**src/rtl/seq_bin_div_if.sv**
```systemverilog
// -----------------------------------------------------------------------------
// seq_bin_div_if
// Groups the request/result signals of the sequential binary divider.
//   master : drives start, dividend, divisor; observes the results and flags
//   slave  : the divider itself
// Signals:
//   start     request a division (sampled only while idle)
//   dividend  2*DP_WIDTH-bit unsigned dividend
//   divisor   DP_WIDTH-bit unsigned divisor
//   quotient  DP_WIDTH-bit quotient
//   remainder DP_WIDTH-bit remainder
//   rdy       high while the divider is idle
//   div_zero  sticky zero-divisor flag
//   overflow  sticky quotient-overflow flag
// -----------------------------------------------------------------------------
interface seq_bin_div_if #(
  parameter int DP_WIDTH = 8
);
  logic                    start;
  logic [2*DP_WIDTH-1:0]   dividend;
  logic [DP_WIDTH-1:0]     divisor;
  logic [DP_WIDTH-1:0]     quotient;
  logic [DP_WIDTH-1:0]     remainder;
  logic                    rdy;
  logic                    div_zero;
  logic                    overflow;

  modport master (
    output start, dividend, divisor,
    input  quotient, remainder, rdy, div_zero, overflow
  );

  modport slave (
    input  start, dividend, divisor,
    output quotient, remainder, rdy, div_zero, overflow
  );
endinterface

```
**src/rtl/seq_bin_div.sv**
```systemverilog
// -----------------------------------------------------------------------------
// seq_bin_div
// Restoring shift/subtract divider: a 2*DP_WIDTH-bit dividend by a
// DP_WIDTH-bit divisor, one quotient bit per shift/subtract state pair.
// Moore controller S_idle -> S_check -> (S_shift -> S_sub) x DP_WIDTH -> S_idle.
//
// Ports:
//   clk    rising-edge clock
//   rst_b  asynchronous active-low reset
//   bus    seq_bin_div_if.slave (start, dividend, divisor, quotient,
//          remainder, rdy, div_zero, overflow)
//
// Build option:
//   SEQ_BIN_DIV_CHECK_EN  when defined, S_check aborts on a zero divisor
//                         (div_zero) or an oversized quotient (overflow).
//                         When undefined both flags stay 0 and every
//                         division runs the full 2*DP_WIDTH+1 edges.
// -----------------------------------------------------------------------------
module seq_bin_div #(
  parameter int DP_WIDTH = 8
) (
  input  logic         clk,
  input  logic         rst_b,
  seq_bin_div_if.slave bus
);

  localparam int                PW     = $clog2(DP_WIDTH + 1);
  localparam logic [PW-1:0]     P_INIT = PW'(DP_WIDTH);

  typedef enum logic [1:0] {
    S_idle,
    S_check,
    S_shift,
    S_sub
  } state_t;

  state_t                state;
  logic [DP_WIDTH-1:0]   a;      // partial remainder
  logic [DP_WIDTH-1:0]   b;      // divisor
  logic [DP_WIDTH-1:0]   q;      // dividend low half, becomes quotient
  logic                  e;      // bit shifted out of A
  logic [PW-1:0]         p;      // remaining quotient bits
  logic                  div_zero_r;
  logic                  overflow_r;
  logic [DP_WIDTH:0]     diff;

  // Trial subtraction {E,A} - {0,B}; the MSB is the borrow, i.e. negative.
  function automatic logic [DP_WIDTH:0] trial_sub(
    input logic                ext,
    input logic [DP_WIDTH-1:0] acc,
    input logic [DP_WIDTH-1:0] dvs
  );
    trial_sub = {ext, acc} - {1'b0, dvs};
  endfunction

  assign diff = trial_sub(e, a, b);

  always_ff @(posedge clk or negedge rst_b) begin
    if (!rst_b) begin
      state      <= S_idle;
      a          <= '0;
      b          <= '0;
      q          <= '0;
      e          <= 1'b0;
      p          <= P_INIT;
      div_zero_r <= 1'b0;
      overflow_r <= 1'b0;
    end else begin
      case (state)
        S_idle: begin
          if (bus.start) begin
            a          <= bus.dividend[2*DP_WIDTH-1:DP_WIDTH];
            q          <= bus.dividend[DP_WIDTH-1:0];
            b          <= bus.divisor;
            e          <= 1'b0;
            p          <= P_INIT;
            div_zero_r <= 1'b0;
            overflow_r <= 1'b0;
            state      <= S_check;
          end
        end
        S_check: begin
`ifdef SEQ_BIN_DIV_CHECK_EN
          // A >= B means the quotient needs more than DP_WIDTH bits.
          if (b == '0) begin
            div_zero_r <= 1'b1;
            state      <= S_idle;
          end else if (a >= b) begin
            overflow_r <= 1'b1;
            state      <= S_idle;
          end else begin
            state      <= S_shift;
          end
`else
          state <= S_shift;
`endif
        end
        S_shift: begin
          {e, a, q} <= {a, q, 1'b0};
          p         <= p - PW'(1);
          state     <= S_sub;
        end
        S_sub: begin
          // Restoring step: only commit the difference when it did not borrow.
          if (!diff[DP_WIDTH]) begin
            a    <= diff[DP_WIDTH-1:0];
            q[0] <= 1'b1;
          end
          e     <= 1'b0;
          state <= (p != '0) ? S_shift : S_idle;
        end
        default: state <= S_idle;
      endcase
    end
  end

  assign bus.rdy       = (state == S_idle);
  assign bus.quotient  = q;
  assign bus.remainder = a;
  assign bus.div_zero  = div_zero_r;
  assign bus.overflow  = overflow_r;

endmodule

```
**src/flat_wrapper.sv**
```systemverilog
// flat-port wrapper written by rule: the top's interface ports become plain ports
module seq_bin_div_flat 
#(
  parameter int DP_WIDTH = 8
)
  (clk, rst_b, bus_start, bus_dividend, bus_divisor, bus_quotient, bus_remainder, bus_rdy, bus_div_zero, bus_overflow);
  seq_bin_div_if #(.DP_WIDTH(DP_WIDTH)) bus_i ();
  input  logic clk;
  input  logic rst_b;
  input wire logic [$bits(bus_i.start)-1:0] bus_start;
  input wire logic [$bits(bus_i.dividend)-1:0] bus_dividend;
  input wire logic [$bits(bus_i.divisor)-1:0] bus_divisor;
  output wire logic [$bits(bus_i.quotient)-1:0] bus_quotient;
  output wire logic [$bits(bus_i.remainder)-1:0] bus_remainder;
  output wire logic [$bits(bus_i.rdy)-1:0] bus_rdy;
  output wire logic [$bits(bus_i.div_zero)-1:0] bus_div_zero;
  output wire logic [$bits(bus_i.overflow)-1:0] bus_overflow;
  assign bus_i.start = bus_start;
  assign bus_i.dividend = bus_dividend;
  assign bus_i.divisor = bus_divisor;
  assign bus_quotient = bus_i.quotient;
  assign bus_remainder = bus_i.remainder;
  assign bus_rdy = bus_i.rdy;
  assign bus_div_zero = bus_i.div_zero;
  assign bus_overflow = bus_i.overflow;
  seq_bin_div #(.DP_WIDTH(DP_WIDTH)) u_core (.clk(clk), .rst_b(rst_b), .bus(bus_i));
endmodule
```
**config.mk**
```make
export PLATFORM = sky130hd
export DESIGN_NAME = seq_bin_div_flat
export DESIGN_NICKNAME = d
export VERILOG_FILES = /design/src/rtl/seq_bin_div_if.sv /design/src/rtl/seq_bin_div.sv /design/src/flat_wrapper.sv
export SDC_FILE = /design/constraint.sdc
export NUM_CORES = 1
export LEC_CHECK = 0
export ABC_AREA = 1
export BUFFER_PORTS_ARGS = -buffer_cell sky130_fd_sc_hd__buf_2
export CORE_AREA = 2 2 69 71
export CTS_BUF_LIST = sky130_fd_sc_hd__clkbuf_8
export DETAILED_ROUTE_END_ITERATION = 8
export DIE_AREA = 0 0 71 73
export GPL_TIMING_DRIVEN = 0
export PLACE_DENSITY = 0.74
export SYNTH_ARGS = -nofsm -noshare
export SYNTH_HDL_FRONTEND = slang
export SYNTH_SLANG_ARGS = --single-unit
```
**constraint.sdc**
```tcl
create_clock -name clk -period 4.15 [get_ports clk]
set_clock_uncertainty 0.1 [all_clocks]
set_input_delay 0.415 -clock clk [delete_from_list [all_inputs] [get_ports clk]]
set_output_delay 0.415 -clock clk [all_outputs]
set_load 0.03 [all_outputs]
```
==> flow_summary.toml, run 1 <==
[run_status]
status = "finished clean"

[sta]
max_freq_mhz = 464
hold_viol = 0
fin_crit_sh_pct = 51.9
max_slew.worst_pin.slew_ns = 0.708
grt_setup_unrepaired = "no"
slew_viol_final = 0
setup_viol = 0
fin_tns_setup_ns = 0
period_minus_slack_ns = 2.15
maxSlewHeadroom_pct = 52.8

[cts]
ctsHoldBuffers = 0
clk_latency_ns = 0.29
post-cts-setup-buffers = 0
cts_buffers = 5
cts_tree = "built"
cts_sinks = 31
cts_resized = 0
cts.clk_slew.worst_paths_ns = 0.07
clockRootBuffer = "clkbuf_8"
htreeDepth = 2
cts.path.max_buffers = 2

[placement]
hpwl_um = 3320
gp_congestion = 0.804
numPortBuffers = 43
post_dp_cell_area_um2 = 2230

[worst_setup_path]
r2r_cells = 14
cp_max_fo = 5
crit_chain = "inv_1, ha_1, inv_1, fa_1, nand2_1, nand2_1, nand3_1, nand2_1, nand2_1, nand3_2, nand2_4, inv_1, nand2_1, nand2_1"
cp-end-kind = "flop"
required_ns = 4.23
startpoint_type = "flop"
cp_slowest_cell = "fa_1"
cp.depth = 14
critPathBufInv = 3
worst_ep_arrival_time_ns = 2.24
cp_common_cell = "nand2_1"
worstSetupPathType = "flop to flop"
critPathMaxStageDelay_ns = 0.40
crit_family = "simple AND/OR/NAND/NOR gates"

[final_layout]
nNetsFinal = 344
fin_area_um2 = 2320
drive_above_1_share_pct = 24.4
antenna_cells = 0
register_area_um2 = 777
area_growth_syn_to_layout_pct = 19.3
multi_input_area_um2 = 947
fillers = 438

[die]
num_rows = 25
fp.dieW_um = 71
die_area_um2 = 5180
fp.dieH_um = 73
start_util_pct = 42.9
core_um2 = 4540
io_pins = 46

[yosys]
yosys.area.top_type = "dfrtp_1"
ys.flop_type = "dfrtp_1"
syn_area_um2 = 1940
ys_seq_area_share_pct = 40.0
ys_ff_latch = 31
synth_area_per_cell_um2 = 7.62
yosysTopAreaCellShare_pct = 38.6
ys_top_cells_by_count = "nand2_1 (81), inv_1 (36), dfrtp_1 (30), o21ai_0 (17), a21oi_1 (15)"
synthCells = 255
synth.area.top_cells = "dfrtp_1 (39%), nand2_1 (16%), inv_1 (6.9%), ha_1 (6.4%), o21ai_0 (4.4%)"
synth.most_common_cell = "nand2_1"
synth_cell_type_count = 32
ys_async_sr_fraction_pct = 100
synth_edf_count = 0
yosysWarnings = 0

[detailed_routing]
drtAntennaViolNets = 0
drt_iter0_drc = 100
routed_wl_um = 4530
vias = 1827
drt_pre_antenna_iters = 4
drc_errors = 0
via_per_inst = 5.06
routedWlPerCell_um = 12.6

[global_route]
grt_pass1_wl_um = 7780
grt_max_degree = 32
antenna_found_initial = 0
grtUsageTotal_pct = 19.2
first_global_vias = 1729
gr-total-overflow = 0

[min_path]
hp-class = "input port to async pin"

[run]
cap_viol_max_count = 0
layout make-up:
type / count / share of cell area (%)
Buffer: 8 / 2.91
Sequential cell: 31 / 33.5
Tap cell: 54 / 2.91
Timing Repair Buffer: 43 / 9.28
Clock buffer: 5 / 2.97
Multi-Input combinational cell: 178 / 40.8
Clock inverter: 3 / 0.863
Inverter: 39 / 6.74
layout by cell type, fill, tap and decap left out, types with 2 or more instances in the layout:
cell        instances
dfrtp_1            30
o22ai_1             5
conb_1              2
inv_1              36
nor2_1             14
buf_4               5
nand2_1            81
clkinvlp_4          2
nand3_1            13
a21oi_1            15
o21ai_0            17
clkbuf_8            5
ha_1               10
buf_2              45
o21ai_2             4
a22o_1              2
nand2_2             2
nand3b_1            2
worst reg2reg max path: stages, from the launching register on:
cell and delay (ns):
dfrtp_1 0.39, inv_1 0.08, ha_1 0.14, inv_1 0.07, fa_1 0.41, nand2_1 0.10
nand2_1 0.06, nand3_1 0.10, nand2_1 0.06, nand2_1 0.08, nand3_2 0.10, nand2_4 0.11
inv_1 0.12, nand2_1 0.09, nand2_1 0.05
metal layers:
metal	track usage [%]	wire length, um	vias up	share of wire, %
li1	-	-	906	-
met1	24.4	1980	864	44
met2	33.1	2290	50	51
met3	3.73	198	7	4.4
met4	6.29	62	0	1.4
met5	0	0	-	0
sequential cells by signal (all words and copies together) (netlist names):
name / flops
u_core.e: 1
u_core.state: 2
u_core.b: 8
u_core.p: 4
u_core.bus.remainder: 8
u_core.bus.quotient: 8
logic make-up after synthesis:
kind of cell / synth area share (%)
compound gates: 13.0
xor+xnor: 0.451
fa+ha+maj: 7.46
buf+inv: 11.5
flops: 40.0
other cells: 0.193
simple gates: 27.4
path summary, 6_finish.rpt:
kind                       slack, ns                     from                       to
max                             2.00  u_core.bus.remainder[0]  u_core.bus.remainder[6]
max in group asynchronous       3.42                    rst_b  u_core.bus.remainder[0]
min in group clk                0.23           bus_divisor[0]              u_core.b[0]
min                             0.07                    rst_b   u_core.bus.quotient[3]
min reg2reg                     0.39              u_core.b[0]              u_core.b[0]
max reg2reg                     2.00  u_core.bus.remainder[0]  u_core.bus.remainder[6]
stage by stage:
step | utilization [%] | instances | hold slack, ns | setup slack, ns
6_report | 51.1 | 361 | 0.0690 | 2.00
5_1_grt | 51.1 | 361 | 0.126 | 1.79
4_1_cts | 51.1 | 361 | 0.0952 | 1.98
3_5_place_dp | 49.2 | 353 | 0.385 | 2.02
3_3_place_gp | 49.2 | 353 | 0.375 | 2.07
2_1_floorplan | - | 256 | 0.0194 | 2.06
Power of run 1 is left out: the tool's default activity adds up to more than one toggle a clock period on the data nets, which glitch-free logic cannot reach.
==> run 2, diff against run 1 <==
--- a/config.mk
+++ b/config.mk
@@ -12,7 +12,7 @@
 export DETAILED_ROUTE_END_ITERATION = 8
 export DIE_AREA = 0 0 71 73
 export GPL_TIMING_DRIVEN = 0
-export PLACE_DENSITY = 0.74
+export PLACE_DENSITY = 0.77
 export SYNTH_ARGS = -nofsm -noshare
 export SYNTH_HDL_FRONTEND = slang
 export SYNTH_SLANG_ARGS = --single-unit
==> constraint.sdc (replaced) <==
create_clock -name clk -period 1.9 [get_ports clk]
set_clock_uncertainty 0.1 [all_clocks]
set_input_delay 0.19 -clock clk [delete_from_list [all_inputs] [get_ports clk]]
set_output_delay 0.19 -clock clk [all_outputs]
set_load 0.03 [all_outputs]
==> flow_summary.toml, run 2 (same netlist as run 1, synthesis figures left out) <==
[min_path]
min_from = "bus_divisor[6]"
hp-class = "input port to flop"
min_to = "u_core.b[6]"
holdPathStages = 3

[detailed_routing]
routedWlPerCell_um = 13.2
routed_wl_um = 4900
drc_errors = 0
vias = 1874
drt_iter0_drc = 108
drt_pre_antenna_iters = 4
drtAntennaViolNets = 0
via_per_inst = 5.06

[worst_setup_path]
cp_slowest_cell = "dfrtp_2"
r2r_cells = 13
crit_chain = "inv_2, ha_4, inv_4, fa_2, nand2_2, nand2_2, nand3_2, nand2_1, nand2_1, nand3_2, nand2_4, clkbuf_16, o21ai_2"
startpoint_type = "flop"
cp_max_fo = 6
critPathMaxStageDelay_ns = 0.41
worst_ep_arrival_time_ns = 2.06
rr_startpoint = "u_core.bus.remainder[0]"
worstSetupPathType = "flop to flop"
required_ns = 1.98
cp-end-kind = "flop"
reg2reg_slack_ns = -0.08
timing.rr.end = "u_core.bus.quotient[0]"

[final_layout]
fin_area_um2 = 2500
antenna_cells = 0
stdcell_count = 370
final_cell_mix = "nand2_1 (75), buf_2 (45), inv_1 (33)"
layout_commonest_cell = "nand2_1"
drive_above_1_share_pct = 30.1
area_growth_syn_to_layout_pct = 28.6
nNetsFinal = 353

[global_route]
grt_max_degree = 32
met3_usage_pct = 4.01
grt_pass1_wl_um = 7920
globalRouteMet1Util_pct = 23.9
grt_use_met2_pct = 35.0
antenna_found_initial = 0
first_global_vias = 1746
grtUsageTotal_pct = 19.8
gr-total-overflow = 0
top_usage_layer = "met2"

[cts]
cts_tree = "built"
cts.path.max_buffers = 2
htreeDepth = 2
clockRootBuffer = "clkbuf_8"
cts_sinks = 31
cts.clk_slew.worst_paths_ns = 0.07
cts_buffers = 5
clk_latency_ns = 0.29

[run]
cap_viol_max_count = 0

[sta]
max_slew.worst_pin.slew_ns = 0.713
fin_crit_sh_pct = 104
setup_viol = 9
max_freq_mhz = 505
period_minus_slack_ns = 1.98
hold_viol = 0
fin_tns_setup_ns = -0.547
worst_slack_ns = -0.0805
slew_viol_final = 0
maxSlewHeadroom_pct = 52.5
grt_setup_unrepaired = "yes"

[die]
fp.dieW_um = 71
die_area_um2 = 5180
fp.dieH_um = 73
core_um2 = 4540
io_pins = 46
start_util_pct = 42.9
num_rows = 25

[placement]
numPortBuffers = 43
hpwl_um = 3340
post_dp_cell_area_um2 = 2250
placed_cells = 353
gp_congestion = 0.868

[run_status]
violations = "negative setup slack"
status = "finished, violations left"
## run 2: cell types whose count changed in the layout (fill, tap and decap cells not counted), moves of 3 or more
cell and change:
nand2_1 -6, buf_4 +5, inv_1 -3, nand2_2 +5, dlygate4sd3_1 +3
## run 2: metrics by stage
step           util (%)  worst slack, ns  hold slack (ns)
2_1_floorplan         -          -0.0701           -0.206
3_3_place_gp       49.5           -0.138            0.176
3_5_place_dp       49.5           -0.163            0.193
4_1_cts            53.4          -0.0683          0.00417
5_1_grt            55.1           -0.186           0.0159
6_report           55.1          -0.0805          0.00726
## run 2: worst max-delay path by stage
| stage | end | depth (start not counted) | start |
|---|---|---|---|
| 2_1_floorplan | u_core.bus.remainder[2] | 13 | u_core.bus.remainder[0] |
| 3_3_place_gp | u_core.bus.remainder[5] | 14 | u_core.bus.remainder[0] |
| 6_report | u_core.bus.quotient[0] | 13 | u_core.bus.remainder[0] |
| 5_1_grt | u_core.bus.remainder[1] | 13 | u_core.bus.remainder[0] |
| 4_1_cts | u_core.bus.remainder[5] | 14 | u_core.bus.remainder[0] |
| 3_5_place_dp | u_core.bus.remainder[5] | 14 | u_core.bus.remainder[0] |
## run 2: layout make-up
class,count,area [um2]
fillers,414,2040
well taps,54,67.6
flip-flops and latches,31,778
clock buffers,6,82.6
clock inverters,2,35.0
repair buffers,52,308
inverters,39,161
multi-input cells,178,1000
plain buffers,8,67.6
## run 2: worst max-delay path, delay by kind of cell, from the launching register on
kind            cells  cell delay [ns]
fa+ha+maj           2             0.49
flops               1             0.41
buf+inv             3             0.27
compound gates      1             0.05
simple gates        7             0.55
## run 2: what timing repair did
action                                  in CTS  in global routing
hold endpoints to repair                    32                  0
pin swaps                                    1                  9
gates resized for setup                      4                  8
setup buffers                                2                  3
endpoints found under the setup margin       9                  9
hold buffers                                 3                  0
cloned                                       0                  1
## run 2: layer usage
| layer | wire [um] | vias to the layer above |
|---|---|---|
| met4 | 53 | 0 |
| met2 | 2550 | 49 |
| li1 | - | 925 |
| met3 | 212 | 4 |
| met1 | 2080 | 896 |
| met5 | 0 | - |
Power of run 2 is left out for the same reason.
==> run 3, diff against run 2 <==
--- a/config.mk
+++ b/config.mk
@@ -7,12 +7,12 @@
 export LEC_CHECK = 0
 export ABC_AREA = 1
 export BUFFER_PORTS_ARGS = -buffer_cell sky130_fd_sc_hd__buf_2
-export CORE_AREA = 2 2 69 71
+export CORE_AREA = 2 2 66 68
 export CTS_BUF_LIST = sky130_fd_sc_hd__clkbuf_8
 export DETAILED_ROUTE_END_ITERATION = 8
-export DIE_AREA = 0 0 71 73
+export DIE_AREA = 0 0 68 70
 export GPL_TIMING_DRIVEN = 0
-export PLACE_DENSITY = 0.77
+export PLACE_DENSITY = 0.83
 export SYNTH_ARGS = -nofsm -noshare
 export SYNTH_HDL_FRONTEND = slang
 export SYNTH_SLANG_ARGS = --single-unit
==> flow_summary.toml, run 3 (same netlist as run 1, synthesis figures left out) <==
[run_status]
status = "finished, violations left"
violations = "negative hold slack, negative setup slack"

[cts]
cts.clk_slew.worst_paths_ns = 0.07
cts_sinks = 31
cts_buffers = 5
clockRootBuffer = "clkbuf_8"
cts_tree = "built"
cts.path.max_buffers = 2
htreeDepth = 2
clk_latency_ns = 0.29

[worst_setup_path]
crit_chain = "inv_2, ha_4, inv_4, fa_2, nand2_2, nand2_2, nand3_2, nand2_2, nand2_2, nand3_2, nand2_4, buf_6, inv_6, nand2_2, nand2_1"
startpoint_type = "flop"
worst_ep_arrival_time_ns = 2.11
critPathCapture = "u_core.bus.remainder[3]"
cp.depth = 15
cp-startpoint = "u_core.bus.remainder[0]"
crit_family = "simple AND/OR/NAND/NOR gates"
critPathMaxStageDelay_ns = 0.40
reg2reg_slack_ns = -0.13
cp_max_fo = 5
cp_common_cell = "nand2_2"
rr_startpoint = "u_core.bus.remainder[0]"
cp-end-kind = "flop"
r2r_cells = 15
critPathBufInv = 4
required_ns = 1.98
timing.rr.end = "u_core.bus.remainder[3]"
cp_slowest_cell = "dfrtp_2"
worstSetupPathType = "flop to flop"

[sta]
setup_viol = 9
grt_setup_unrepaired = "yes"
fin_crit_sh_pct = 107
maxSlewHeadroom_pct = 53.9
worst_slack_ns = -0.133
slew_viol_final = 0
hold_viol = 1
period_minus_slack_ns = 2.03
hold_ws_ns = -0.00479
max_slew.worst_pin.slew_ns = 0.691
max_freq_mhz = 492

[global_route]
antenna_found_initial = 0
first_global_vias = 1896
grt_pass1_wl_um = 7900
grt_max_degree = 32
gr-total-overflow = 0
grtUsageTotal_pct = 21.7

[final_layout]
stdcell_count = 365
final_cell_mix = "nand2_1 (73), buf_2 (45), inv_1 (35)"
nNetsFinal = 350
drive_above_1_share_pct = 30.7
fillers = 374
area_growth_syn_to_layout_pct = 24.7
layout_commonest_cell = "nand2_1"
antenna_cells = 0

[detailed_routing]
drt_pre_antenna_iters = 5
vias = 1888
routedWlPerCell_um = 13.4
drt_iter0_drc = 104
routed_wl_um = 4880
drc_errors = 0
via_per_inst = 5.17
drtAntennaViolNets = 0

[die]
fp.dieW_um = 68
num_rows = 24
die_area_um2 = 4760
start_util_pct = 46.9
io_pins = 46
fp.dieH_um = 70
core_um2 = 4140

[placement]
numPortBuffers = 43
hpwl_um = 3400
placed_cells = 351
gp_congestion = 0.862

[min_path]
hp-class = "input port to flop"

[run]
cap_viol_max_count = 0
[run 3: cell count changes in the layout (fill, tap and decap cells not counted), sizes merged]
cell	before	now
clkbuf	7	5
dlygate4sd3	3	1
bufinv	1	0
inv	38	40
[run 3: what timing repair did]
item / CTS / global route
pin swaps: 5 / 8
gates cloned: 1 / 0
setup endpoints to repair: 9 / 9
resized for setup: 8 / 11
endpoints found under the hold margin: 30 / 0
setup buffers: 5 / 1
hold buffers: 1 / 0
[run 3: worst register-to-register path: cells and delay by family, from the launching register on]
family / cells / cell delay, ns
DFF: 1 / 0.40
buffers and inverters: 4 / 0.26
and+or+nand+nor: 9 / 0.66
adders and majority gates: 2 / 0.50
[run 3: per-layer routing]
| layer | wire, um | track usage, % |
|---|---|---|
| met3 | 250 | 4.51 |
| met5 | 0 | 0 |
| met4 | 182 | 9.78 |
| met1 | 1970 | 25.4 |
| met2 | 2480 | 37.2 |
[run 3: worst min-delay path by stage]
| stage | start | endpoint | cells past startpoint |
|---|---|---|---|
| final | bus_divisor[7] | u_core.b[7] | 3 |
| after global placement | rst_b | u_core.bus.quotient[3] | 1 |
| after CTS | bus_divisor[7] | u_core.b[7] | 3 |
| after global routing | bus_divisor[7] | u_core.b[7] | 3 |
| after detailed placement | rst_b | u_core.bus.quotient[3] | 1 |
| after floorplan | rst_b | u_core.b[0] | 0 |
[run 3: area by class of cell]
cell class,instances,area (um2),share of cell area [%]
tap,52,65.1,2.68
buffer,7,47.5,1.96
clock buffer,5,68.8,2.84
multi-input combinational,178,998,41.2
clock inverter,3,12.5,0.516
inverter,39,164,6.76
sequential,31,778,32.1
timing repair buffer,50,290,12.0
[run 3: through the flow]
stage	util (%)	TNS, ns	cell area (um2)	setup WS [ns]
detailed placement	54.2	-1.59	2240	-0.201
floorplan	-	-0.599	1960	-0.0701
global placement	54.2	-0.783	2240	-0.101
CTS	58.8	-1.28	2440	-0.151
finish	58.5	-0.966	2420	-0.133
global route	58.5	-1.76	2420	-0.219
Power of run 3 is left out for the same reason.
